--- src/rtl/timer_pkg.sv ---
// rtl/timer_pkg.sv - shared types and digit limits for the MM:SS countdown timer
package timer_pkg;

  typedef logic [3:0] bcd_t;

  typedef enum logic [1:0] {
    IDLE   = 2'd0,
    RUN    = 2'd1,
    PAUSED = 2'd2,
    DONE   = 2'd3
  } timer_state_t;

  localparam bcd_t SEC_TENS_MAX = 4'd5;
  localparam bcd_t ONES_MAX     = 4'd9;
  localparam bcd_t MIN_TENS_MAX = 4'd5;

  function automatic bcd_t clamp_bcd(input bcd_t v, input bcd_t max);
    return (v > max) ? max : v;
  endfunction

endpackage

--- src/rtl/bcd_down_digit.sv ---
// rtl/bcd_down_digit.sv - one BCD digit counting down 0..MAX with borrow out
module bcd_down_digit
  import timer_pkg::*;
#(
  parameter bcd_t MAX = ONES_MAX
) (
  input  logic clk,
  input  logic reset,
  input  logic ld,
  input  bcd_t ld_val,
  input  logic dec,
  output bcd_t value,
  output logic borrow_out
);

  always_ff @(posedge clk) begin
    if (reset) begin
      value <= '0;
    end else if (ld) begin
      value <= clamp_bcd(ld_val, MAX);
    end else if (dec) begin
      value <= (value == '0) ? MAX : value - 4'd1;
    end
  end

  assign borrow_out = dec && (value == '0);

endmodule

--- src/rtl/mod_n_down_timer.sv ---
// rtl/mod_n_down_timer.sv - MM:SS BCD countdown timer with 1 s prescaler and expiry flag
module mod_n_down_timer
  import timer_pkg::*;
#(
  parameter int CLK_DIV = 100_000_000
) (
  input  logic       clk,
  input  logic       reset,
  input  logic       load,
  input  logic [3:0] preset_min_tens,
  input  logic [3:0] preset_min_ones,
  input  logic [3:0] preset_sec_tens,
  input  logic [3:0] preset_sec_ones,
  input  logic       start,
  input  logic       stop,
  output logic [3:0] min_tens,
  output logic [3:0] min_ones,
  output logic [3:0] sec_tens,
  output logic [3:0] sec_ones,
  output logic       tick,
  output logic       running,
  output logic       done,
  output logic       expired
);

  localparam int PW = (CLK_DIV > 2) ? $clog2(CLK_DIV) : 1;
  localparam logic [PW-1:0] PRESC_LAST = PW'(CLK_DIV - 1);

  timer_state_t  state, state_nxt;
  logic [PW-1:0] presc;
  logic          tick_fire;
  logic          is_zero, is_one;
  logic          dec_so;
  logic          b_so, b_st, b_mo, b_mt;

  assign is_zero = (min_tens == '0) && (min_ones == '0) && (sec_tens == '0) && (sec_ones == '0);
  assign is_one  = (min_tens == '0) && (min_ones == '0) && (sec_tens == '0) && (sec_ones == 4'd1);

  // A tick that collides with reset, load or stop is dropped so nothing it implies gets committed.
  assign tick_fire = (state == RUN) && (presc == PRESC_LAST) && !reset && !load && !stop;
  assign dec_so    = tick_fire && !is_zero;

  assign tick    = tick_fire;
  assign running = (state == RUN);
  assign expired = (state == DONE);

  bcd_down_digit #(.MAX(ONES_MAX)) u_sec_ones (
    .clk(clk), .reset(reset), .ld(load), .ld_val(preset_sec_ones),
    .dec(dec_so), .value(sec_ones), .borrow_out(b_so)
  );

  bcd_down_digit #(.MAX(SEC_TENS_MAX)) u_sec_tens (
    .clk(clk), .reset(reset), .ld(load), .ld_val(preset_sec_tens),
    .dec(b_so), .value(sec_tens), .borrow_out(b_st)
  );

  bcd_down_digit #(.MAX(ONES_MAX)) u_min_ones (
    .clk(clk), .reset(reset), .ld(load), .ld_val(preset_min_ones),
    .dec(b_st), .value(min_ones), .borrow_out(b_mo)
  );

  bcd_down_digit #(.MAX(MIN_TENS_MAX)) u_min_tens (
    .clk(clk), .reset(reset), .ld(load), .ld_val(preset_min_tens),
    .dec(b_mo), .value(min_tens), .borrow_out(b_mt)
  );

  always_comb begin
    state_nxt = state;
    if (load) begin
      state_nxt = IDLE;
    end else begin
      case (state)
        IDLE, PAUSED: if (start && !stop && !is_zero) state_nxt = RUN;
        // b_mt would mean a wrap past 00:00; treat it as expiry rather than counting on.
        RUN: begin
          if (stop)                                 state_nxt = PAUSED;
          else if (tick_fire && (is_one || b_mt))   state_nxt = DONE;
        end
        DONE:    state_nxt = DONE;
        default: state_nxt = IDLE;
      endcase
    end
  end

  always_ff @(posedge clk) begin
    if (reset) begin
      state <= IDLE;
      done  <= 1'b0;
    end else begin
      state <= state_nxt;
      done  <= (state == RUN) && (state_nxt == DONE);
    end
  end

  // IDLE always holds the prescaler at 0, so a fresh start begins a full second; a resume keeps the partial count.
  always_ff @(posedge clk) begin
    if (reset || load) begin
      presc <= '0;
    end else if ((state == RUN) && !stop) begin
      presc <= (presc == PRESC_LAST) ? '0 : presc + 1'b1;
    end
  end

endmodule

--- config.mk ---
export PLATFORM = sky130hd
export DESIGN_NAME = mod_n_down_timer
export DESIGN_NICKNAME = d
export VERILOG_FILES = /design/src/rtl/timer_pkg.sv /design/src/rtl/bcd_down_digit.sv /design/src/rtl/mod_n_down_timer.sv
export SDC_FILE = /design/constraint.sdc
export NUM_CORES = 1
export LEC_CHECK = 0
export ABC_AREA = 1
export CAP_MARGIN = 40
export CORE_MARGIN = 2
export CORE_UTILIZATION = 41
export DETAILED_ROUTE_END_ITERATION = 10
export GPL_TIMING_DRIVEN = 1
export SKIP_LAST_GASP = 1
export SLEW_MARGIN = 20
export SYNTH_ARGS = -nofsm -noshare
export SYNTH_HDL_FRONTEND = slang
export SYNTH_SLANG_ARGS = --single-unit
--- constraint.sdc ---
create_clock -name clk -period 2.6 [get_ports clk]
set_input_delay 0.52 -clock clk [delete_from_list [all_inputs] [get_ports clk]]
set_output_delay 0.52 -clock clk [all_outputs]
set_load 0.02 [all_outputs]
==> impl_metrics.ini, run 1 <==
[floorplanning]
start_util_pct = 42.8
die_area_um2 = 7380
core_um2 = 6420
ios = 41
die_w_um = 85.9
die_y_um = 85.9
num_rows = 29

[place]
dp_hpwl_mm = 4.92
place_congestion = 0.846
io_buffers = 40

[synth]
synthTopCellsByCount = nand2_1 (82), nor2_1 (62), dfxtp_1 (46), inv_1 (46), a21oi_1 (30)
postSynthAreaPerCell_um2 = 6.82
synth_compound_area_share_pct = 14.7
synth-simple-area-share_pct = 40.8
yosys.area.top_type_share_pct = 33.5
synth_top_family_by_area = simple AND/OR/NAND/NOR gates
ys.flop_type = dfxtp_1
synth_mux_area_share_pct = 0
synthAdderAreaFrac_pct = 0.455
yosysWarnings = 0
syn_inst = 403
synth_area_leader_cell = dfxtp_1
synthesis.area_um2 = 2750
syn_nets = 425
synth_edf_count = 0
synth.distinct_cells = 47
synth.most_common_cell = nand2_1
synthTopCellsByArea = dfxtp_1 (34%), nand2_1 (11%), nor2_1 (8.5%)
synth_xor_area_share_pct = 2.23
synth-seq-cells = 46
ys_seq_area_share_pct = 33.5
async_flop_share_pct = 0

[timing]
maxSlewHeadroom_pct = 76.4
rsz0062_at_grt = false
worstMarginPinSlew_ps = 354
hold_viol = 0
tns_ps = 0
setup_violations = 0
period_share_pct = 89.9
clock_skew_ps = 11.0
finalMaxSlewViolations = 0
whs_ps = 492
post-route-min-period_ps = 2340
max_freq_mhz = 428

[power]
irDropWorstVdd_mv = 0.243
p_per_area_nw_per_um2 = 433
p_leak_nw = 1.32
finalPower_mw = 1.46

[critical_path]
cp_data_required_time_ps = 2080
arrival_ps = 1820
path_max_fanout = 4
r2r-start = presc[0]
reg2reg_setup_slack_ps = 700
worstRegToRegCells = 11
start_kind = flip-flop
r2r_end = u_sec_tens.value[1]
crit_type = flip-flop to output port
cp-end-kind = output port

[finish]
area_growth_pct = 22.8
drive_gt1_share_pct = 11.5
diodes = 0
filler_cell_count = 648
nets = 475

[cts]
root_buffer = clkbuf_8
clock_path_buffers = 2
cts_tree = done
insertion_delay_ps = 300
cts.sinks = 46
post_cts_buffers = 0
cts_made_buffers = 5
clk_pin_slew_ps = 90
htree_levels = 2

[drt]
drc = 0
wirelength_mm = 6.46
postRouteAntennaNets = 0
drtIter0Drc = 148
post_drt_via_cell_ratio = 5.11
avgRoutedWirePerCell_um = 12.2
first_pass_iters = 4
via_count = 2716

[worst_hold_path]
worst_hold_path.num_cells = 1
min_path_type = flip-flop to flip-flop
min_to = presc[15]
hold_start = presc[15]

[job]
maxCapViolCount = 0

[grt]
grt_overflow = 0
antenna_found_initial = 0
grt_usage_pct = 18.4
grt_pass1_vias = 2555
grt_pass1_wl_mm = 11.2
grt_max_degree = 31

[status]
status = completed
==> cell type report <==
| class | count | area, um2 | share of cell area [%] |
|---|---|---|---|
| well taps | 77 | 96.3 | 2.85 |
| clock buffers | 7 | 86.3 | 2.56 |
| multi-input cells | 299 | 1600 | 47.4 |
| repair buffers | 50 | 474 | 14.0 |
| flip-flops and latches | 46 | 921 | 27.3 |
| inverters | 51 | 193 | 5.71 |
| clock inverters | 1 | 5.00 | 0.148 |
==> what timing repair did <==
| item | CTS | global route |
|---|---|---|
| gates resized for setup | 1 | 0 |
| endpoints found under the setup margin | 1 | 0 |
| hold endpoints to repair | 0 | 0 |
| hold buffers | 0 | 0 |
==> critical path, cell delays in order (launching register included) <==
cell and delay [ps]:
dfxtp_1 370, ha_1 200, nand2_1 90, nor2_2 180, nand2_4 90, nor2_4 140, nand3_4 70, inv_1 50
dlygate4sd2_1 330
==> routing by layer <==
layer | global-route usage [%] | vias up | wire length [um]
met4 | 5.34 | 0 | 91
met1 | 23.4 | 1226 | 3080
met2 | 31.4 | 55 | 3000
met3 | 3.56 | 10 | 290
met5 | 0 | - | 0
li1 | - | 1425 | -
==> stage by stage <==
stage	cell area (um2)	utilization [%]	cells	setup slack, ps
finish	3380	52.6	531	262
global route	3380	52.6	531	115
detailed placement	3290	51.2	523	0.984
floorplan	2750	-	403	814
global placement	3290	51.2	523	4.10
CTS	3380	52.6	531	239
==> layout by cell type, fill, tap and decap left out, drive strengths merged, types with 2 or more instances in the layout <==
cell           netlist  layout
a21oi               31      31
nand4               10      10
clkbuf               1       7
nor4                 3       3
nand3               24      24
o21ai               18      18
o21a                 3       3
a211oi               3       3
nand2               89      89
buf                  6      10
dfxtp               46      46
nor3b                2       2
o31ai                2       2
nor2                73      73
a221oi               2       2
a31o                 2       2
inv                 49      49
xnor2                2       2
or2                  2       2
clkdlybuf4s50        0      39
clkinv               2       3
xor2                 5       5
nor3                18      18
nand3b               3       3
==> registers in the layout (all words and copies together), names as in the netlist <==
signal / cells
presc: 27
u_min_ones.value: 4
u_min_tens.value: 4
u_sec_ones.value: 4
u_sec_tens.value: 4
state: 2
done: 1
==> report_power, final <==
part	switching, mW	internal [mW]	total, mW
registers	0.0221	0.723	0.745
clock network	0.250	0.215	0.465
logic	0.137	0.116	0.254
==> worst max-delay path by stage <==
stage | startpoint | endpoint | slack (ps) | cells after the start
2_1_floorplan | presc[0] | tick | 810 | 7
3_3_place_gp | stop | tick | 4 | 7
3_5_place_dp | stop | tick | 1 | 7
4_1_cts | presc[0] | tick | 240 | 8
5_1_grt | presc[0] | tick | 110 | 8
6_report | presc[0] | tick | 260 | 8
==> kinds of logic after synthesis <==
logic type,count (synthesis)
DFF,46
xor gates and xnor gates,7
buffers and inverters,58
and+or+nand+nor,224
adders and majority gates,1
AOI/OAI and AO/OA,67
Note: power is estimated with default switching activity, not from simulation.
==> run 2, diff against run 1 <==
- RECOVER_POWER: unset -> 100
==> run 2 against run 1 <==
  * Via count grew 0.26%
  * Clock power is essentially flat
  * Hold slack better by 0.92 ps
  * Non-clock buffer count unchanged
  * First-iteration DRC count up 0.68%
  * Worst setup slack worse by 88 ps
  * Largest cell class unchanged
==> impl_metrics.ini, run 2 (synthesis results as in run 1) <==
[drt]
post_drt_via_cell_ratio = 5.13
postRouteAntennaNets = 0
first_pass_iters = 4
avgRoutedWirePerCell_um = 12.1
wirelength_mm = 6.44
via_count = 2723
drc = 0
drtIter0Drc = 149

[timing]
period_share_pct = 93.3
setup_violations = 0
clock_skew_ps = 10.8
post-route-min-period_ps = 2430
rsz0062_at_grt = false
tns_ps = 0
maxSlewHeadroom_pct = 56.9
worstMarginPinSlew_ps = 647
max_freq_mhz = 412
hold_viol = 0
finalMaxSlewViolations = 0
fin_ws_ps = 173

[finish]
final_area_um2 = 3320
area_growth_pct = 20.8
layout_commonest_cell = nand2_1
filler_cell_count = 663
regMostFlops = presc
nets = 475
diodes = 0
drive_gt1_share_pct = 9.03
final_cell_mix = nand2_1 (84), nor2_1 (65), inv_1 (47)
fin_cells = 531
largest_reg_flops = 27

[floorplanning]
core_um2 = 6420
die_w_um = 85.9
die_area_um2 = 7380
num_rows = 29
die_y_um = 85.9
ios = 41
start_util_pct = 42.8

[power]
sequentialPowerShare_pct = 51.3
p_int_mw = 1.04
p_leak_nw = 1.35
p_switching_mw = 0.406
irDropWorstVdd_mv = 0.241
swShare_pct = 28.0
p_comb_share_pct = 16.6
p_per_area_nw_per_um2 = 437
clkPwrFrac_pct = 32.1

[place]
place_inst = 523
place_congestion = 0.846
placedInstanceArea_um2 = 3290
pre_cts_ws_ps = 0.984
io_buffers = 40
dp_hpwl_mm = 4.92

[cts]
clock_path_buffers = 2
ctsHoldBuffers = 0
cts_tree = done
cts.sinks = 46
clk_pin_slew_ps = 90
htree_levels = 2
insertion_delay_ps = 300
root_buffer = clkbuf_8
post_cts_buffers = 0
cts_made_buffers = 5

[critical_path]
r2r_end = u_min_ones.value[3]
start_kind = input port
path_max_fanout = 2
cp-end-kind = output port
arrival_ps = 1910
worstRegToRegCells = 13
path_cells = dlygate4sd3_1 -> nor2_8 -> inv_1 -> nor2_2 -> nand3_4 -> inv_1 -> dlygate4sd2_1
crit_type = input port to output port
reg2reg_setup_slack_ps = 330
cp_data_required_time_ps = 2080
critical-path-top-delay-family = buffers and inverters
slowest_delay_ps = 620
path_common_cell = inv_1
cp_slowest_cell = dlygate4sd3_1
r2r-start = presc[0]
worst-path-buf-inv = 4

[grt]
grt_pass1_wl_mm = 11.2
grt_max_degree = 31
grt_usage_pct = 18.4
grt_overflow = 0
antenna_found_initial = 0
grt_pass1_vias = 2555

[job]
maxCapViolCount = 0

[worst_hold_path]
min_to = presc[15]
worst_hold_path.num_cells = 1
hold_start = presc[15]
min_path_type = flip-flop to flip-flop

[status]
status = completed
==> run 2: cell count changes in the layout (fill, tap and decap cells not counted), moves of 2 or more <==
| cell | change |
|---|---|
| nor2_2 | -2 |
| nand2_1 | +2 |
| clkdlybuf4s50_1 | -21 |
| nor2_1 | +3 |
| dlygate4sd3_1 | +21 |
| clkbuf_1 | +4 |
| buf_4 | -4 |
==> run 2: repair_timing <==
item | in CTS | in global routing
gates resized for setup | 1 | 0
setup endpoints to repair | 1 | 0
endpoints found under the hold margin | 0 | 0
==> run 2: final cells by class <==
type                       instances  area [um2]  area share, %
inverter                          51         193           5.80
timing repair buffer              50         459           13.8
clock buffer                       7        86.3           2.60
multi-input combinational        299        1560           47.0
sequential                        46         921           27.7
clock inverter                     1        5.00          0.151
tap                               77        96.3           2.90
==> run 2: layer usage <==
metal / part of all wire (%) / routed length, um / global-route usage, %
met1: 48 / 3080 / 23.4
met2: 47 / 3020 / 31.4
met3: 3.9 / 251 / 3.56
met4: 1.2 / 78 / 5.34
met5: 0 / 0 / 0
==> run 2: power by group through the flow <==
stage / Sequential [mW] / Clock, mW / Combinational [mW]
floorplan: 0.778 / 0 / 0.130
CTS: 0.745 / 0.480 / 0.256
global route: 0.748 / 0.506 / 0.268
detailed placement: 0.761 / 0 / 0.255
global placement: 0.762 / 0 / 0.252
finish: 0.744 / 0.465 / 0.240
==> run 2: how the worst max path moves through the flow <==
stage | slack (ps) | to | start | cells after the start
6_report | 170 | tick | stop | 7
5_1_grt | 80 | u_min_ones.value[3] | stop | 12
4_1_cts | 240 | tick | presc[0] | 8
3_5_place_dp | 1 | tick | stop | 7
3_3_place_gp | 4 | tick | stop | 7
2_1_floorplan | 810 | tick | presc[0] | 7
==> run 2: stage by stage <==
stage / hold WS [ps] / power (mW) / utilization, %
after floorplan: 444 / 0.909 / -
after global placement: 464 / 1.01 / 51.2
after detailed placement: 476 / 1.02 / 51.2
after CTS: 498 / 1.48 / 52.6
after global routing: 515 / 1.52 / 51.7
final: 493 / 1.45 / 51.7
==> run 3, diff against run 2 <==
- clock period: 2.6 -> 3.1 ns (I/O delays scaled with it)
==> run 3 against run 2 <==
  * Sequential share of layout area increased by 0.24 points
  * Non-clock buffer count decreased by 4
  * Core utilization decreased by 0.45 points
  * Routed wire length increased by 2.3%
  * Worst setup slack got worse by 14 ps
  * Clock skew increased by 0.60 ps
  * Final cell count decreased by 0.75%
  * Sequential cell count unchanged
  * Combinational power decreased by 18%
  * Design area decreased by 0.87%
  * Sequential power decreased by 16%
  * First-iteration DRC count decreased by 10%
  * Largest cell class unchanged
  * Highest routed layer unchanged
==> impl_metrics.ini, run 3 (synthesis results as in run 1) <==
[status]
status = completed

[drt]
avgRoutedWirePerCell_um = 12.5
drc = 0
post_drt_via_cell_ratio = 5.14
first_pass_iters = 4
wirelength_mm = 6.59
postRouteAntennaNets = 0
via_count = 2707
drtIter0Drc = 134

[cts]
clk_pin_slew_ps = 80
clock_path_buffers = 2
cts.sinks = 46
cts_tree = done
cts_made_buffers = 5
insertion_delay_ps = 300
cts_resized = 0
root_buffer = clkbuf_8
post_cts_buffers = 0
htree_levels = 2
ctsHoldBuffers = 0

[timing]
maxSlewHeadroom_pct = 51.5
clock_skew_ps = 11.4
hold_viol = 0
rsz0062_at_grt = false
tns_ps = 0
whs_ps = 489
fin_ws_ps = 160
setup_violations = 0
period_share_pct = 94.8
worstMarginPinSlew_ps = 720
post-route-min-period_ps = 2940
max_freq_mhz = 340
finalMaxSlewViolations = 0

[grt]
grt_usage_pct = 19.0
grt_max_degree = 31
antenna_found_initial = 0
grt_overflow = 0
grt_pass1_vias = 2671
grt_pass1_wl_mm = 11.5

[place]
dp_hpwl_mm = 4.96
io_buffers = 40
pre_cts_ws_ps = 170
place_congestion = 0.864

[finish]
final_cell_mix = nand2_1 (85), nor2_1 (66), inv_1 (47)
filler_cell_count = 660
drive_gt1_share_pct = 7.78
largest_reg_flops = 27
multi_input_area_um2 = 1540
fin_util_pct = 51.2
diodes = 0
seqCellArea_um2 = 921
area_growth_pct = 19.7
layout_commonest_cell = nand2_1
nets = 471
regMostFlops = presc

[floorplanning]
ios = 41
die_w_um = 85.9
die_area_um2 = 7380
die_y_um = 85.9
core_um2 = 6420
num_rows = 29
start_util_pct = 42.8

[power]
irDropWorstVdd_mv = 0.175
p_per_area_nw_per_um2 = 381
finalPower_mw = 1.25
p_leak_nw = 1.34

[critical_path]
cp-end-kind = output port
start_kind = input port
arrival_ps = 2320
path_max_fanout = 10
crit_type = input port to output port
cp_data_required_time_ps = 2480

[job]
maxCapViolCount = 0

[worst_hold_path]
min_path_type = flip-flop to flip-flop
## run 3: cell count changes in the layout (fill, tap and decap cells not counted), sizes merged
| cell | previous run | this run |
|---|---|---|
| buf | 6 | 3 |
| clkdlybuf4s50 | 18 | 20 |
| clkinv | 3 | 2 |
| dlygate4sd2 | 1 | 0 |
| dlygate4sd3 | 21 | 20 |
## run 3: area by class of cell
class	instances	area share (%)
clock buffer	8	3.35
inverter	51	5.86
multi-input combinational	299	46.7
sequential	46	28.0
tap	77	2.93
timing repair buffer	46	13.2
## run 3: worst paths after layout
check	start	endpoint	slack, ps	depth (start not counted)
min	u_sec_tens.value[3]	u_sec_tens.value[3]	490	2
max reg2reg	presc[0]	u_sec_tens.value[1]	720	11
min reg2reg	u_sec_tens.value[3]	u_sec_tens.value[3]	490	2
max	stop	tick	160	7
## run 3: per-stage QoR
step	cells	cell area, um2
5_1_grt	527	3290
6_report	527	3290
2_1_floorplan	403	2750
3_3_place_gp	519	3260
4_1_cts	527	3370
3_5_place_dp	519	3260
## run 3: worst max-delay path: stages
cell             delay, ps
clkdlybuf4s50_1        510
nor2_8                 230
inv_1                   90
nor2_2                 130
nand3_4                 80
inv_1                   70
clkdlybuf4s50_1        590
## run 3: power breakdown
part           switching (mW)  total [mW]  leakage [nW]  internal (mW)
Combinational           0.110       0.196         0.909         0.0866
Sequential             0.0182       0.624         0.374          0.606
Clock                   0.207       0.432        0.0575          0.226
Total                   0.335        1.25          1.34          0.918
## run 3: routing by layer
| layer | GRT usage, % | up-vias | part of all wire, % |
|---|---|---|---|
| li1 | - | 1415 | - |
| met1 | 23.8 | 1240 | 47 |
| met2 | 33.2 | 47 | 49 |
| met3 | 3.27 | 5 | 3.4 |
| met4 | 5.92 | 0 | 0.84 |
| met5 | 0 | - | 0 |
==> RTL change 1, RTL diff (flow settings as in run 2) <==
Make the reset (`reset`) asynchronous in 2 clocked blocks.
--- a/src/rtl/bcd_down_digit.sv
+++ b/src/rtl/bcd_down_digit.sv
@@ -15,3 +15,3 @@
 
-  always_ff @(posedge clk) begin
+  always_ff @(posedge clk or posedge reset) begin
     if (reset) begin
--- a/src/rtl/mod_n_down_timer.sv
+++ b/src/rtl/mod_n_down_timer.sv
@@ -84,3 +84,3 @@
 
-  always_ff @(posedge clk) begin
+  always_ff @(posedge clk or posedge reset) begin
     if (reset) begin
Behaviour: differs if reset is asserted again (counterexample within 4 cycles, from zero or initial values and one cycle with reset high); with reset held inactive, the same outputs for 10 cycles.
==> RTL change 1 against run 2 <==
- sequential power is 4.8% higher
- design area is 2.5% higher
- cell count is 4.0% higher
- non-clock buffer count is 3 lower
- power is 7.1% higher
- routed wire length is 9.2% higher
- die area is 3.7% higher
- synthesized area is 3.9% higher
- worst setup slack better by 17 ps
- sequential cell count stayed put
==> RTL change 1: results (changes against run 2) <==
[yosys]
post_synth_num_cell_types = 37  ; -21%
synth_seq_area_share_pct = 35.58  ; +2.1 points
asyncSetResetFlopFracSynth_pct = 41.30  ; +41 points
most_frequent_cells_after_synthesis = sky130_fd_sc_hd__nand2_1, sky130_fd_sc_hd__nor2_1, sky130_fd_sc_hd__inv_1, sky130_fd_sc_hd__nand3_1, sky130_fd_sc_hd__dfxtp_1
ys_top_cells_by_area = sky130_fd_sc_hd__dfxtp_1, sky130_fd_sc_hd__dfrtp_1, sky130_fd_sc_hd__nand2_1
yosys_warnings = 0  ; unchanged
synth_nets = 443  ; +4.2%

[routing]
detail_route.iter0.violations = 92  ; -38%
drt_total_wl_um = 7031  ; +9.2%
highest-signal-layer = met4
route.vias.total = 2788  ; +2.4%
route.met2.wl_um = 3301  ; +9.2%
routed-wl-met3_um = 365  ; +45%
met1_length_um = 3292  ; +6.7%
drt_pre_antenna_iters = 4  ; unchanged

[timing]
clock_skew_ps = 7.128  ; -3.687 ps
timing.final.setup_violations = 0  ; unchanged
max_slew_headroom_pct = 26.34  ; -31 points
drv_slew = 0  ; unchanged
final.setup.tns_ps = 0  ; unchanged

[setup_path]
crit_path_max_fanout = 2  ; unchanged
cp.arrival_ps = 1890  ; -20 ps

[clock_network]
ctsRootBufferMaster = sky130_fd_sc_hd__clkbuf_8
cts.htree.levels = 2  ; unchanged
numCtsBuffers = 5  ; unchanged
path_clk_slew_ps = 80
clock_path_buffers = 2  ; unchanged
insertion_delay_ps = 300  ; about the same
post_cts.resized_instances = 1  ; unchanged
postCtsSetupRepairBufs = 0  ; unchanged

[power]
sequential_group_power_mw = 0.780  ; +4.8%
ir_drop_mv = 0.2424  ; +0.41%
pg_comb_mw = 0.323  ; +35%
total_power_after_layout_mw = 1.552  ; +7.1%
leakage_nw = 1.439  ; +6.3%
intPower_mw = 1.085  ; +3.9%

[place]
port-buffer-count = 40  ; unchanged
finalWeightedCongestion = 0.9161  ; +8.3%
detail_placement_hpwl_um = 5451  ; +11%

[final_layout]
num_antenna_cells = 0  ; unchanged
num-nets-final = 493  ; +3.8%
largest-register = presc
flip_flop_count_of_the_largest_register_after_layout = 27  ; unchanged
ratio_of_cells_with_drive_above_1_in_the_final_layout_pct = 7.839  ; -1.2 points

[global_routing]
antenna_found_initial = 0  ; unchanged
first_pass_grt_wire_length_um = 11690  ; +4.6%
grt_use_total_pct = 19.13  ; +0.77 points
vias_in_the_first_global_route = 2610  ; +2.2%
grt_max_degree = 29  ; -6.5%

[status]
status = finished, final reports clean

[hold_path]
timing.hold.worst.class = reg -> reg

[RTL change 1: cell count changes after synthesis, moves of 3 or more]
cell / delta
sky130_fd_sc_hd__dfxtp_1: -19
sky130_fd_sc_hd__inv_2: +3
sky130_fd_sc_hd__nor2_4: +6
sky130_fd_sc_hd__dfrtp_1: +19
sky130_fd_sc_hd__nor3_1: +3
sky130_fd_sc_hd__nand3b_1: -3
sky130_fd_sc_hd__nand2_1: +6
sky130_fd_sc_hd__inv_1: +7
sky130_fd_sc_hd__a21oi_1: -8
sky130_fd_sc_hd__nand4_1: -3
sky130_fd_sc_hd__o21ai_0: +4
sky130_fd_sc_hd__a22oi_1: +3
sky130_fd_sc_hd__nand3_1: +15
[RTL change 1: final cells by class]
type / instances / area [sq um]
Multi-Input combinational cell: 310 / 1521
Sequential cell: 46 / 1016
Clock buffer: 6 / 82.58
Inverter: 61 / 234.0
Tap cell: 80 / 100.1
Clock inverter: 2 / 7.507
Fill cell: 696 / 3354
Timing Repair Buffer: 47 / 440.4
[RTL change 1: routing by layer]
layer	track usage, %	vias up
met2	32.64	76
met3	3.507	8
met5	0	-
li1	-	1464
met1	24.79	1240
met4	5.035	0
[RTL change 1: worst paths after layout]
kind,from,to,slack [ps],cells past startpoint
min in group asynchronous,reset,u_sec_tens.value[2]$_DFFE_PP0P_,1030,3
max in group asynchronous,reset,u_min_tens.value[2]$_DFFE_PP0P_,920,3
max,reset,tick,190,7
min reg2reg,presc[25]$_SDFFE_PP0P_,presc[25]$_SDFFE_PP0P_,530,2
min,presc[25]$_SDFFE_PP0P_,presc[25]$_SDFFE_PP0P_,530,2
max reg2reg,presc[0]$_SDFFE_PP0P_,u_min_tens.value[1]$_DFFE_PP0P_,490,12
[RTL change 1: cell families (layout without fill, tap and decap cells)]
logic type,count (synthesis),count (layout),synth area share (%)
compound gates,60,60,12.01
buf+inv,65,116,8.851
simple gates,242,242,40.97
fa+ha+maj,1,1,0.4381
xor+xnor,7,7,2.147
flops,46,46,35.58
[RTL change 1: through the flow]
step	instances	util, %	area [sq um]	setup slack, ps	hold WS (ps)
after floorplan	421	-	2855	329.9	471.5
after global placement	544	50.17	3390	63.89	506.5
after detailed placement	544	50.17	3390	33.96	518.0
after CTS	552	51.48	3478	255.7	531.6
after global routing	552	50.35	3402	116.0	553.5
final	552	50.35	3402	190.2	529.3
[RTL change 1: critical path, stage by stage]
cell and delay (ps):
sky130_fd_sc_hd__dlygate4sd3_1 530, sky130_fd_sc_hd__inv_1 70, sky130_fd_sc_hd__nand2_1 110, sky130_fd_sc_hd__nor2_4 140, sky130_fd_sc_hd__nand3_1 120, sky130_fd_sc_hd__inv_1 70
sky130_fd_sc_hd__dlygate4sd2_1 320
==> RTL change 2, RTL diff (flow settings as in run 2) <==
Made on the original files. The parameter `CLK_DIV` goes from 100_000_000 to 200_000_000.
--- a/src/rtl/mod_n_down_timer.sv
+++ b/src/rtl/mod_n_down_timer.sv
@@ -4,3 +4,3 @@
 #(
-  parameter int CLK_DIV = 100_000_000
+  parameter int CLK_DIV = 200_000_000
 ) (
Behaviour: same outputs for any inputs over 10 cycles, from zero or initial values and one cycle with reset high; that may be too few to reach the edited logic, so the function may still have changed.
==> RTL change 2 against run 2 <==
- sequential power rose by 2%
- design area rose by 2.8%
- highest routed layer unchanged
- combinational power rose by 7%
- worst setup slack improved by 58 ps
- synthesized area rose by 2.0%
- largest power group unchanged
- maximum frequency rose by 2.4%
- routed wire length rose by 9.7%
- critical endpoint is now presc[18]$_SDFFE_PP0P_
- power rose by 9.2%
- sequential cell count rose by 1
- count of clock-buffer cells in the layout fell by 1
- global-route usage rose by 1.4 points
- register-to-register slack improved by 80 ps
==> RTL change 2: results (changes against run 2) <==
[status]
status = finished, final reports clean

[yosys]
synth_seq_area_share_pct = 33.54  ; +0.041 points
post_synth_num_cell_types = 42  ; -11%
ys_top_cells_by_area = sky130_fd_sc_hd__dfxtp_1, sky130_fd_sc_hd__nand2_1, sky130_fd_sc_hd__nor2_1
asyncSetResetFlopFracSynth_pct = 0  ; unchanged
syn_inst = 429  ; +6.5%
most_frequent_cells_after_synthesis = sky130_fd_sc_hd__nand2_1, sky130_fd_sc_hd__nor2_1, sky130_fd_sc_hd__inv_1, sky130_fd_sc_hd__dfxtp_1, sky130_fd_sc_hd__nand3_1
synth_nets = 451  ; +6.1%

[global_routing]
vias_in_the_first_global_route = 2693  ; +5.4%
antenna_found_initial = 0  ; unchanged
grt_use_total_pct = 19.74  ; +1.4 points
grt_max_degree = 25  ; -19%
first_pass_grt_wire_length_um = 12010  ; +7.4%

[final_layout]
num-nets-final = 506  ; +6.5%
ratio_of_cells_with_drive_above_1_in_the_final_layout_pct = 9.072  ; +0.041 points
num_antenna_cells = 0  ; unchanged
flip_flop_count_of_the_largest_register_after_layout = 28  ; +3.7%
largest-register = presc
post_layout_instance_count_excluding_filler_cells = 565  ; +6.4%
nFillCells = 714  ; +7.7%

[clock_network]
path_clk_slew_ps = 90  ; about the same
cts.htree.levels = 2  ; unchanged
postCtsSetupRepairBufs = 0  ; unchanged
ctsRootBufferMaster = sky130_fd_sc_hd__clkbuf_8
numCtsBuffers = 5  ; unchanged
clock_path_buffers = 2  ; unchanged
insertion_delay_ps = 300  ; about the same

[timing]
timing_worst_slew_pin_value_ps = 609.1  ; -37.76 ps
clock_skew_ps = 13.37  ; +2.560 ps

[routing]
detail_route.iter0.violations = 144  ; -3.4%
drt_total_wl_um = 7063  ; +9.7%
drt_pre_antenna_iters = 4  ; unchanged
route.vias.total = 2871  ; +5.4%

[place]
detail_placement_hpwl_um = 5438  ; +10%
finalWeightedCongestion = 0.8300  ; -1.9%
dpl.cell_count = 557  ; +6.5%
port-buffer-count = 40  ; unchanged

[setup_path]
cp.arrival_ps = 2560  ; +650 ps
crit_path_max_fanout = 11  ; +9

[power]
intPower_mw = 1.162  ; +11%
leakage_nw = 1.405  ; +3.8%
ir_drop_mv = 0.2490  ; +3.1%

[hold_path]
timing.hold.worst.class = reg -> reg

-- RTL change 2: stage by stage --
step / util, % / instance area (sq um) / setup slack [ps]
detailed placement: 50.26 / 3377 / 11.70
global route: 50.78 / 3412 / 58.99
finish: 50.78 / 3412 / 231.3
floorplan: - / 2805 / 643.3
global placement: 50.26 / 3377 / 15.23
CTS: 51.99 / 3493 / 112.5
-- RTL change 2: critical path: stages --
cell and delay, ps:
sky130_fd_sc_hd__dlygate4sd3_1 550, sky130_fd_sc_hd__inv_1 80, sky130_fd_sc_hd__nand2_1 100, sky130_fd_sc_hd__buf_4 200, sky130_fd_sc_hd__nor2_1 170, sky130_fd_sc_hd__nand2_1 110
sky130_fd_sc_hd__nor2_1 230, sky130_fd_sc_hd__nand2_2 90, sky130_fd_sc_hd__nor3_1 230, sky130_fd_sc_hd__nand2_1 130, sky130_fd_sc_hd__nor2_1 110, sky130_fd_sc_hd__nor2_1 50
-- RTL change 2: what timing repair did --
| action | in CTS | in global routing |
|---|---|---|
| gates resized for setup | 1 | 2 |
| endpoints found under the hold margin | 0 | 0 |
| endpoints found under the setup margin | 1 | 1 |
-- RTL change 2: power groups by stage --
| stage | combinational [mW] | clock, mW | sequential (mW) |
|---|---|---|---|
| floorplan | 0.143 | 0 | 0.798 |
| global placement | 0.270 | 0 | 0.779 |
| detailed placement | 0.273 | 0 | 0.780 |
| CTS | 0.274 | 0.587 | 0.763 |
| global route | 0.289 | 0.614 | 0.765 |
| finish | 0.257 | 0.565 | 0.761 |
-- RTL change 2: final cells by class --
class | instances | area share (%)
clock buffers | 6 | 2.420
clock inverters | 2 | 1.027
inverters | 59 | 6.491
multi-input cells | 317 | 45.29
flip-flops and latches | 47 | 27.58
well taps | 80 | 2.934
repair buffers | 54 | 14.26
-- RTL change 2: kinds of logic (layout without fill, tap and decap cells) --
kind of cell    Yosys count  count (layout)  synth area share, %
simple gates            252             252                42.86
flops                    47              47                33.54
buf+inv                  65             121                9.099
compound gates           60              60                12.80
fa+ha+maj                 1               1               0.4460
xor+xnor                  4               4                1.249
-- RTL change 2: worst paths after layout --
kind	from	to	slack, ps	cells after the start
max	stop	presc[18]$_SDFFE_PP0P_	230	12
min	u_sec_tens.value[3]$_SDFFE_PP0P_	u_sec_tens.value[3]$_SDFFE_PP0P_	470	2
max reg2reg	presc[0]$_SDFFE_PP0P_	u_min_ones.value[3]$_SDFFE_PP0P_	410	11
min reg2reg	u_sec_tens.value[3]$_SDFFE_PP0P_	u_sec_tens.value[3]$_SDFFE_PP0P_	470	2
-- RTL change 2: layer usage --
layer | vias to the layer above | GRT usage (%) | share of wire, %
li1 | 1496 | - | -
met1 | 1323 | 28.31 | 50
met2 | 43 | 30.70 | 46
met3 | 9 | 2.857 | 3.4
met4 | 0 | 5.824 | 1.1
met5 | - | 0 | 0
